--- config.mk ---
export PLATFORM = sky130hd
export DESIGN_NAME = main_seq_detector
export DESIGN_NICKNAME = d
export VERILOG_FILES = /design/src/rtl/main_seq_detector_pkg.sv /design/src/rtl/main_seq_detector_nibble_window.sv /design/src/rtl/main_seq_detector.sv
export SDC_FILE = /design/constraint.sdc
export NUM_CORES = 1
export LEC_CHECK = 0
export CAP_MARGIN = 0
export CORE_UTILIZATION = 47
export CTS_CLUSTER_SIZE = 8
export DETAILED_ROUTE_END_ITERATION = 7
export HOLD_SLACK_MARGIN = 0.03
export PLACE_DENSITY = 0.77
export REMOVE_ABC_BUFFERS = 1
export SLEW_MARGIN = 10
export SYNTH_ARGS = -nofsm -noshare
export SYNTH_HDL_FRONTEND = slang
export SYNTH_SLANG_ARGS = --single-unit
--- constraint.sdc ---
create_clock -name clock -period 2.2 [get_ports clock]
set_input_delay 0.66 -clock clock [delete_from_list [all_inputs] [get_ports clock]]
set_output_delay 0.66 -clock clock [all_outputs]
set_load 0.02 [all_outputs]
--- src/rtl/main_seq_detector_pkg.sv ---
// Shared widths, types and FSM state encoding for the nibble sequence detector.
package main_pkg;

    localparam int NIBBLE_W = 4;
    localparam int DEPTH    = 4;
    localparam int SUM_W    = 64;
    localparam int PAT_W    = 16;
    localparam int CNT_W    = $clog2(DEPTH + 1);

    typedef logic [NIBBLE_W-1:0] nibble_t;

    typedef enum logic [1:0] {
        COLLECT,
        ARMED,
        FOUND
    } state_e;

endpackage : main_pkg

--- src/rtl/main_seq_detector_nibble_window.sv ---
// Four-entry sliding nibble window with a saturating fill count.
// match_o compares the window as it will be after the current shift,
// so the completing nibble is matched on the same edge that accepts it.
module nibble_window
    import main_pkg::*;
(
    input  logic             clk,
    input  logic             rst_n,
    input  logic             accept_i,
    input  nibble_t          nibble_i,
    input  logic [PAT_W-1:0] pat_i,
    output logic [CNT_W-1:0] cnt_o,
    output logic             match_o
);

    // Entry 0 is the oldest nibble and sits in bits [3:0], so the packed
    // window lines up bit-for-bit with the pattern.
    logic [DEPTH-1:0][NIBBLE_W-1:0] win_q, win_d;
    logic [CNT_W-1:0]               cnt_q, cnt_d;

    // Post-shift window, saturating count and the match it produces.
    always_comb begin
        // NOTE: every signal gets a default first so no path leaves it unassigned (no latch).
        win_d   = win_q;
        cnt_d   = cnt_q;
        if (accept_i) begin
            for (int i = 0; i < DEPTH - 1; i++) begin
                win_d[i] = win_q[i+1];
            end
            win_d[DEPTH-1] = nibble_i;
            if (cnt_q != CNT_W'(DEPTH)) begin
                cnt_d = cnt_q + 1'b1;
            end
        end
        match_o = accept_i && (cnt_d == CNT_W'(DEPTH)) && (win_d == pat_i);
    end

    // Window and count registers.
    always_ff @(posedge clk or negedge rst_n) begin
        // NOTE: the window is a handful of flops, not a RAM, so it is safe to clear it on reset.
        if (!rst_n) begin
            win_q <= '0;
            cnt_q <= '0;
        end else begin
            win_q <= win_d;
            cnt_q <= cnt_d;
        end
    end

    assign cnt_o = cnt_q;

endmodule : nibble_window

--- src/rtl/main_seq_detector.sv ---
// Nibble sequence detector: accepts one nibble per read rising edge, keeps a
// running 64-bit sum, and raises a sticky find once the last four accepted
// nibbles equal the pattern latched at the first accept.
module main_seq_detector
    import main_pkg::*;
(
    input  logic             clock,
    input  logic             reset,
    input  logic [PAT_W-1:0] cypher,
    input  nibble_t          four_bit_input,
    input  logic             read,
    output logic             find,
    output logic [SUM_W-1:0] additionresult
);

    logic             read_q;
    logic [PAT_W-1:0] pat_q, pat_d;
    logic [SUM_W-1:0] sum_q, sum_d;
    state_e           state_q, state_d;
    logic [CNT_W-1:0] cnt;
    logic             match;
    logic             accept;

    // One accept per read rising edge; everything freezes once found.
    assign accept = read & ~read_q & ~find;

    nibble_window u_window (
        .clk      (clock),
        .rst_n    (reset),
        .accept_i (accept),
        .nibble_i (four_bit_input),
        .pat_i    (pat_q),
        .cnt_o    (cnt),
        .match_o  (match)
    );

    // Pattern latch, running sum and state transitions.
    always_comb begin
        pat_d   = pat_q;
        sum_d   = sum_q;
        state_d = state_q;
        if (accept) begin
            // The count is zero only before the first accept after reset.
            if (cnt == '0) begin
                pat_d = cypher;
            end
            sum_d = sum_q + SUM_W'(four_bit_input);
        end
        unique case (state_q)
            COLLECT: begin
                if (match) begin
                    state_d = FOUND;
                end else if (accept && cnt == CNT_W'(DEPTH - 1)) begin
                    state_d = ARMED;
                end
            end
            ARMED:   if (match) state_d = FOUND;
            FOUND:   state_d = FOUND;
            default: state_d = COLLECT;
        endcase
    end

    // State registers, all cleared asynchronously.
    always_ff @(posedge clock or negedge reset) begin
        // NOTE: sequential state uses non-blocking assignments so all registers update together.
        if (!reset) begin
            read_q  <= 1'b0;
            pat_q   <= '0;
            sum_q   <= '0;
            state_q <= COLLECT;
        end else begin
            read_q  <= read;
            pat_q   <= pat_d;
            sum_q   <= sum_d;
            state_q <= state_d;
        end
    end

    assign find           = (state_q == FOUND);
    assign additionresult = sum_q;

endmodule : main_seq_detector

Word level (Yosys, flattened, before mapping):

Cells that the tools add are included.

* $lt $le $gt $ge: 0
* multiplexer cells: 7
* reductions and logical operators: 7
* divide/modulo/power cells: 0
* add/sub/neg operators: 2
* shifts and indexed selects: 0
* equality and inequality tests: 8
* bitwise gates (word level): 4
* $mul: 0

Operators with widths (number)
* $add A64 B4 Y64: 1
* $eq A16 B16 Y1: 1
* $mux W16: 1
* $mux W2: 3
* $mux W3: 2
* $ne A3 B3 Y1 const B: 2
* $pmux W2 S3: 1
* $reduce_and A2 Y1: 2
* $add A3 B1 Y3 const B: 1
* $eq A3 B2 Y1 const B: 1
* $eq A3 B3 Y1 const B: 1
* $logic_and A1 B1 Y1: 3
* $logic_not A3 Y1: 1
* $and A1 B1 Y1: 2
* $eq A2 B1 Y1 const B: 1
* $eq A2 B2 Y1 const B: 1
* $logic_not A2 Y1: 1
* $ne A2 B2 Y1 const B: 1
* $not A1 Y1: 2

* bits in latches: 0
* register bits after elaboration: 102
* word-level logic and storage cells: 37
* output and inout port bits: 65
* ROM bits: 0
* memory bits (writable): 0
* memories kept: 0

Longest topological paths before layout:

Gate-level depths: netlist of run 1.

* depth in word-level cells: 9
* mapped depth: 10
* depth with buffers taken out: 9

Hierarchy:

From an unflattened synthesis of run 1, not the netlist that was laid out.

* cell total of the unflattened synthesis: 435
* area total of the unflattened synthesis: 4911.0 um2

By module, submodules not included
* main_seq_detector: area an instance 3846.2 um2, seq. area each 2077.0 um2, cells each 344, times used 1
* nibble_window: area an instance 1064.8 um2, seq. area each 475.5 um2, cells each 91, times used 1

Worst setup path after synthesis of run 1:

No wires, ideal clock.

* path kind: input-to-reg
* start: input four_bit_input[0]
* end: register sum_q[28] (netlist: additionresult[28])
* data arrival time: 2.183 ns
* path slack: -0.112 ns
* library setup time: 0.129 ns
* stages: 9
* path buffers: 1
* path through: ha_1 > inv_1 > fa_1 > nor2b_1 > o21a_1 > o2111a_1 > buf_2 > nand4_1 > xnor2_1

* word-level cells in the longest chain between the ends: 1

Ends and longest elaborated chain
* start: declaration: line main_seq_detector.sv:10 `input nibble_t four_bit_input,`
* $add A64 B4 Y64: line main_seq_detector.sv:47 `sum_d = sum_q + SUM_W'(four_bit_input);`
* end signal: assignment: line main_seq_detector.sv:74 `sum_q <= sum_d;`
* end: declaration: line main_seq_detector.sv:18 `logic [SUM_W-1:0] sum_q, sum_d;`

No other way between the ends.
A chain may end at the register's enable or synchronous reset.

==> results of run 1 <==
[final timing paths]
kind	start	endpoint	slack, ns
setup / recovery	state_q[1]	state_q[0]	-0.008
hold / removal	reset	additionresult[10]	0.24
setup reg to reg	state_q[1]	state_q[0]	-0.008
hold reg to reg	additionresult[63]	additionresult[63]	0.48
max in group asynchronous	reset	pat_q[3]	1.37
min in group clock	additionresult[63]	additionresult[63]	0.48
[kinds of logic (layout without fill, tap and decap cells)]
kind of cell / after synthesis / after routing / share of synthesized area [%]
DFF: 99 / 99 / 51.9
AOI/OAI and AO/OA: 36 / 37 / 5.11
muxes: 20 / 20 / 4.67
adders and majority gates: 12 / 12 / 3.30
buffers and inverters: 33 / 169 / 2.68
xor gates and xnor gates: 73 / 73 / 13.4
and+or+nand+nor: 166 / 167 / 18.9
[through the flow]
step	util, %	total power [uW]	instance area, sq um	setup WS (ns)	setup TNS, ns
after floorplan	-	1940	4730	-0.453	-18.07
after global placement	62.0	2070	6090	-0.747	-34.86
after detailed placement	62.0	2080	6090	-0.834	-38.69
after CTS	65.2	3190	6400	-0.0360	-0.0425
after global routing	66.3	3280	6510	-0.0815	-0.173
final	66.3	3160	6510	-0.00757	-0.00757
[area by class of cell]
cell class                 instances  area (sq um)  share of cell area, %
clock buffer                      12           135                   2.08
clock inverter                     2          38.8                  0.596
inverter                          23          86.3                   1.33
multi-input combinational        309          2330                   35.8
sequential                        99          2480                   38.1
tap                              133           166                   2.56
timing repair buffer             132          1270                   19.5
[registers in the layout, summed over array words and instances (netlist names)]
| name | flops |
|---|---|
| state_q | 2 |
| read_q | 1 |
| additionresult | 64 |
| pat_q | 16 |
| u_window.win_q | 13 |
| u_window.cnt_o | 3 |
[synthesized netlist by cell type, types with 2 or more instances]
cell	number	share of area [%]
nor2b_1	2	0.26
mux2i_1	2	0.42
nand2b_1	6	0.79
o21ai_0	12	1.3
xor2_1	29	5.3
a221oi_1	2	0.37
o2111ai_1	2	0.37
xnor2_1	44	8.1
and3_1	9	1.2
o22ai_1	2	0.26
and4_1	9	1.7
nor3_1	10	1.0
o31a_1	2	0.37
nor2_1	18	1.4
dfrtp_1	99	52
inv_1	23	1.8
nand4_1	14	1.8
a21oi_1	6	0.63
ha_1	11	2.9
nor4_1	2	0.26
nor4_4	2	0.89
and2_1	4	0.52
clkbuf_1	7	0.55
nand2_1	59	4.6
o21bai_1	2	0.31
mux2_2	18	4.2
nand3_1	22	2.3
buf_2	3	0.31
[power breakdown]
group	switching [uW]	total, uW	internal, uW
registers	16.8	1850	1830
clock network	593	1110	518
logic	100	197	97.3
[routing by layer]
| metal | GRT usage [%] | part of all wire (%) |
|---|---|---|
| met5 | 0 | 0 |
| met4 | 6.72 | 0.90 |
| met3 | 6.58 | 4.5 |
| met2 | 35.0 | 49 |
| met1 | 28.3 | 46 |
[cells in the final DEF (no fill, tap or decap), types with 4 or more instances in the layout]
| cell type | instances |
|---|---|
| dfrtp_1 | 99 |
| dlymetal6s2s_1 | 6 |
| nor3_1 | 4 |
| nand2_1 | 59 |
| xnor2_1 | 44 |
| and3_1 | 9 |
| mux2_2 | 18 |
| buf_12 | 4 |
| nor3_2 | 5 |
| nand2b_1 | 6 |
| nand4_1 | 14 |
| buf_6 | 4 |
| inv_1 | 20 |
| nor2_1 | 16 |
| and2_1 | 4 |
| o21ai_0 | 11 |
| nand3_1 | 21 |
| xor2_1 | 29 |
| buf_4 | 37 |
| a21oi_1 | 5 |
| dlygate4sd2_1 | 5 |
| ha_1 | 9 |
| clkdlybuf4s50_1 | 74 |
| clkbuf_8 | 9 |
| and4_1 | 8 |
[timing repair]
item                                    CTS  global route
pin swaps                                15             7
hold buffers                              0             0
setup buffers                             4             3
resized for setup                        26            24
endpoints found under the setup margin   56            37
cloned                                    1             2
==> impl_metrics.tcl, run 1 <==
set metrics [dict create \
    status "finished with violations" \
    violations "setup timing" \
    hold_path_class "in -> async" \
    hold_violations 0 \
    crit_family "simple AND/OR/NAND/NOR gates" \
    arrival_ns 2.46 \
    cp.depth 8 \
    dieArea_sq_um 10600 \
    drv_slew 0 \
    setup_ws_ns -0.00757 \
    crit_chain "ha_4 -> or3b_4 -> buf_12 -> mux2_2 -> xor2_1 -> nor2_1 -> nand4_1 -> nor2b_2" \
    vdd_drop_max_uv 405 \
    area_delta_synth_final_pct 36.5 \
    syn_area_per_cell_sq_um 10.9 \
    clk_latency_ns 0.37 \
    wl_microns 11200 \
    power_density_nw_per_um2 485 \
    critPathMaxStageDelay_ns 0.43 \
    drt-pass1-iter-count 5 \
    slowest_stage "or3b_4" \
    num_antenna_cells 0 \
    yosys.cell_types.count 46 \
    yosysSeqAreaShare_pct 51.9 \
    period_share_pct 100 \
    relSlewSlack_pct 68.2 \
    ys.flop_type "dfrtp_1" \
    grt_pass1_wl_microns 17400 \
    rows 36 \
    period_needed_ns 2.21 \
    die_h_microns 103 \
    dp_cells 686 \
    routed-via-count 3742 \
    power.leakage_uw 0.00316 \
    synthCells 439 \
    cts.path.max_buffers 2 \
    drt_iter0_markers 110 \
    place.gp.congestion 0.884 \
    synth_edf_count 0 \
    rsz0062_at_grt "yes" \
    io_buffer_count 87 \
    die_w_microns 103 \
    grt_pass1_vias 3624 \
    r2r_cells 8 \
    grt_use_total_pct 21.7 \
    yosysWarnings 0 \
    tightest_slew_ns 0.478 \
    cts_tree "built" \
    cts_buffers 9 \
    max_freq_mhz 453 \
    fin_nets 609 \
    setup_viol 1 \
    drc 0 \
    io_pins 88 \
    dp_hpwl_microns 7830 \
    ys_async_sr_fraction_pct 100 \
    cp.required_ns 2.46 \
    fillers 790 \
    cap_violations 0 \
    initial_core_util_pct 48.6 \
    grt_max_degree 35 \
    hold_slack_ns 0.244 \
    htreeDepth 3 \
    critical_path_class "reg -> reg" \
    drive_gt1_share_pct 19.6 \
    postRouteAntennaNets 0 \
    clk_pin_slew_worst_paths_ns 0.08 \
    netlist_area_sq_um 4770 \
    design.core.area_sq_um 9820 \
    cts.sinks 99 \
    ys_ff_latch 99 \
    finalNonFillerCells 710 \
    clock-root-buffer "clkbuf_8" \
    skew_ns 0.0108 \
    grt_antenna_before_repair 0 \
    cp_max_fo 4 \
    vias_per_cell 5.27 \
    cp-start-kind "register" \
    cp_num_buf_inv 1 \
    cp-end-kind "register" \
    grt_overflow 0 \
    wl_per_cell_microns 15.8 \
]
No activity file was read; power rests on OpenSTA's default activity.
==> inputs of run 2 (changes only) <==
--- a/config.mk
+++ b/config.mk
@@ -6,11 +6,12 @@
 export NUM_CORES = 1
 export LEC_CHECK = 0
 export CAP_MARGIN = 0
-export CORE_UTILIZATION = 47
+export CORE_UTILIZATION = 49
+export CTS_BUF_LIST = sky130_fd_sc_hd__clkbuf_8
 export CTS_CLUSTER_SIZE = 8
 export DETAILED_ROUTE_END_ITERATION = 7
 export HOLD_SLACK_MARGIN = 0.03
-export PLACE_DENSITY = 0.77
+export PLACE_DENSITY = 0.8
 export REMOVE_ABC_BUFFERS = 1
 export SLEW_MARGIN = 10
 export SYNTH_ARGS = -nofsm -noshare
==> impl_metrics.tcl, run 2 (synthesis results as in run 1) <==
set metrics [dict create \
    status "finished with violations" \
    violations "setup timing" \
    skew_ns 0.0162 \
    clk_latency_ns 0.38 \
    cp_max_fo 6 \
    wl_per_cell_microns 15.9 \
    final_cell_mix "dfrtp_1 (99), clkdlybuf4s50_1 (75), nand2_1 (58)" \
    max_freq_mhz 443 \
    pwr-share-clk_pct 37.6 \
    rows 35 \
    grt_pass1_wl_microns 18400 \
    r2r_cells 8 \
    clk_pin_slew_worst_paths_ns 0.10 \
    die_w_microns 101 \
    final_common_cell "dfrtp_1" \
    period_needed_ns 2.26 \
    cts.path.max_buffers 2 \
    cp-start-kind "register" \
    grt_max_degree 50 \
    dp_hpwl_microns 7640 \
    tightest_slew_ns 0.487 \
    period_share_pct 103 \
    io_pins 88 \
    num_antenna_cells 0 \
    power_density_nw_per_um2 500 \
    power.leakage_uw 0.00316 \
    largest_reg_flops 64 \
    seqPwrFrac_pct 56.3 \
    fin_nets 608 \
    cts.sinks 99 \
    initial_core_util_pct 51.1 \
    critical_path_class "reg -> reg" \
    grt_antenna_before_repair 0 \
    fillers 684 \
    p_comb_share_pct 6.1 \
    cts_buffers 9 \
    wl_microns 11200 \
    clock-root-buffer "clkbuf_8" \
    p_int_uw 2480 \
    dieArea_sq_um 10100 \
    grt_pass1_vias 3777 \
    grt_overflow 0 \
    drt_iter0_markers 154 \
    routed-via-count 3768 \
    cp.required_ns 2.46 \
    postRouteAntennaNets 0 \
    cp-end-kind "register" \
    die_h_microns 101 \
    regArea_sq_um 2480 \
    cap_violations 0 \
    htreeDepth 3 \
    setup_ws_ns -0.0554 \
    vdd_drop_max_uv 318 \
    area_delta_synth_final_pct 37.9 \
    drt-pass1-iter-count 5 \
    p_sw_share_pct 24.6 \
    cts_tree "built" \
    dp_cells 677 \
    grt_use_total_pct 23.6 \
    hold_path_class "in -> async" \
    rsz0062_at_grt "yes" \
    relSlewSlack_pct 67.5 \
    dp_slack_ns -0.833 \
    drc 0 \
    vias_per_cell 5.33 \
    finalNonFillerCells 707 \
    drv_slew 0 \
    place.gp.congestion 0.871 \
    setup_viol 2 \
    hold_violations 0 \
    arrival_ns 2.52 \
    drive_gt1_share_pct 21.1 \
    switching_power_uw 807 \
    io_buffer_count 87 \
    design.core.area_sq_um 9330 \
    multi_input_area_sq_um 2400 \
]
==> run 2: cell types whose count changed in the layout (fill, tap and decap cells not counted), moves of 3 or more <==
| cell | change |
|---|---|
| nor3_1 | -3 |
| clkbuf_1 | -3 |
| ha_4 | +3 |
| nor3_2 | +4 |
==> run 2: final timing paths <==
kind / start / endpoint / slack [ns]
max: state_q[1] / state_q[0] / -0.06
min: reset / state_q[0] / 0.24
max reg2reg: state_q[1] / state_q[0] / -0.06
min reg2reg: additionresult[63] / additionresult[63] / 0.48
max in group asynchronous: reset / additionresult[35] / 1.35
min in group clock: additionresult[63] / additionresult[63] / 0.48
==> run 2: final cells by class <==
type                       instances  area share (%)
clock buffer                       9            1.88
tap                              129            2.45
multi-input combinational        309            36.5
sequential                        99            37.7
timing repair buffer             131            18.9
clock inverter                     7            1.27
inverter                          23            1.31
==> run 2: repair_timing <==
item,CTS,global route
resized for setup,27,35
hold buffers,0,0
cloned,2,1
pin swaps,10,20
setup endpoints to repair,56,49
buffers inserted,4,7
==> run 2: per-stage QoR <==
stage               instance area [sq um]  hold WS [ns]  total power, uW  setup TNS [ns]  utilization, %
floorplan                            4730         0.364             1940          -18.07               -
global placement                     6020         0.460             2070          -36.18            64.6
detailed placement                   6020         0.465             2070          -39.95            64.6
CTS                                  6390         0.250             3320          -0.142            68.5
global route                         6580         0.263             3390          -0.686            70.5
finish                               6580         0.241             3290         -0.0942            70.5
==> run 2: per-layer routing <==
layer / part of all wire (%) / GRT usage, %
met5: 0 / 0
met4: 2.4 / 7.92
met3: 4.7 / 4.99
met2: 50 / 40.5
met1: 43 / 29.9
==> run 2: critical path: stages (launching register included) <==
cell,delay [ns]
dfrtp_1,0.43
ha_4,0.18
or3b_4,0.48
buf_6,0.15
mux2_2,0.27
xor2_1,0.15
nor2_1,0.11
nand4_1,0.19
nor2b_1,0.20
==> run 2: power by group through the flow <==
stage | combinational, uW | clock (uW) | sequential [uW]
finish | 201 | 1240 | 1850
global route | 225 | 1320 | 1850
CTS | 202 | 1260 | 1850
detailed placement | 187 | 0 | 1880
global placement | 183 | 0 | 1880
floorplan | 52.9 | 0 | 1890
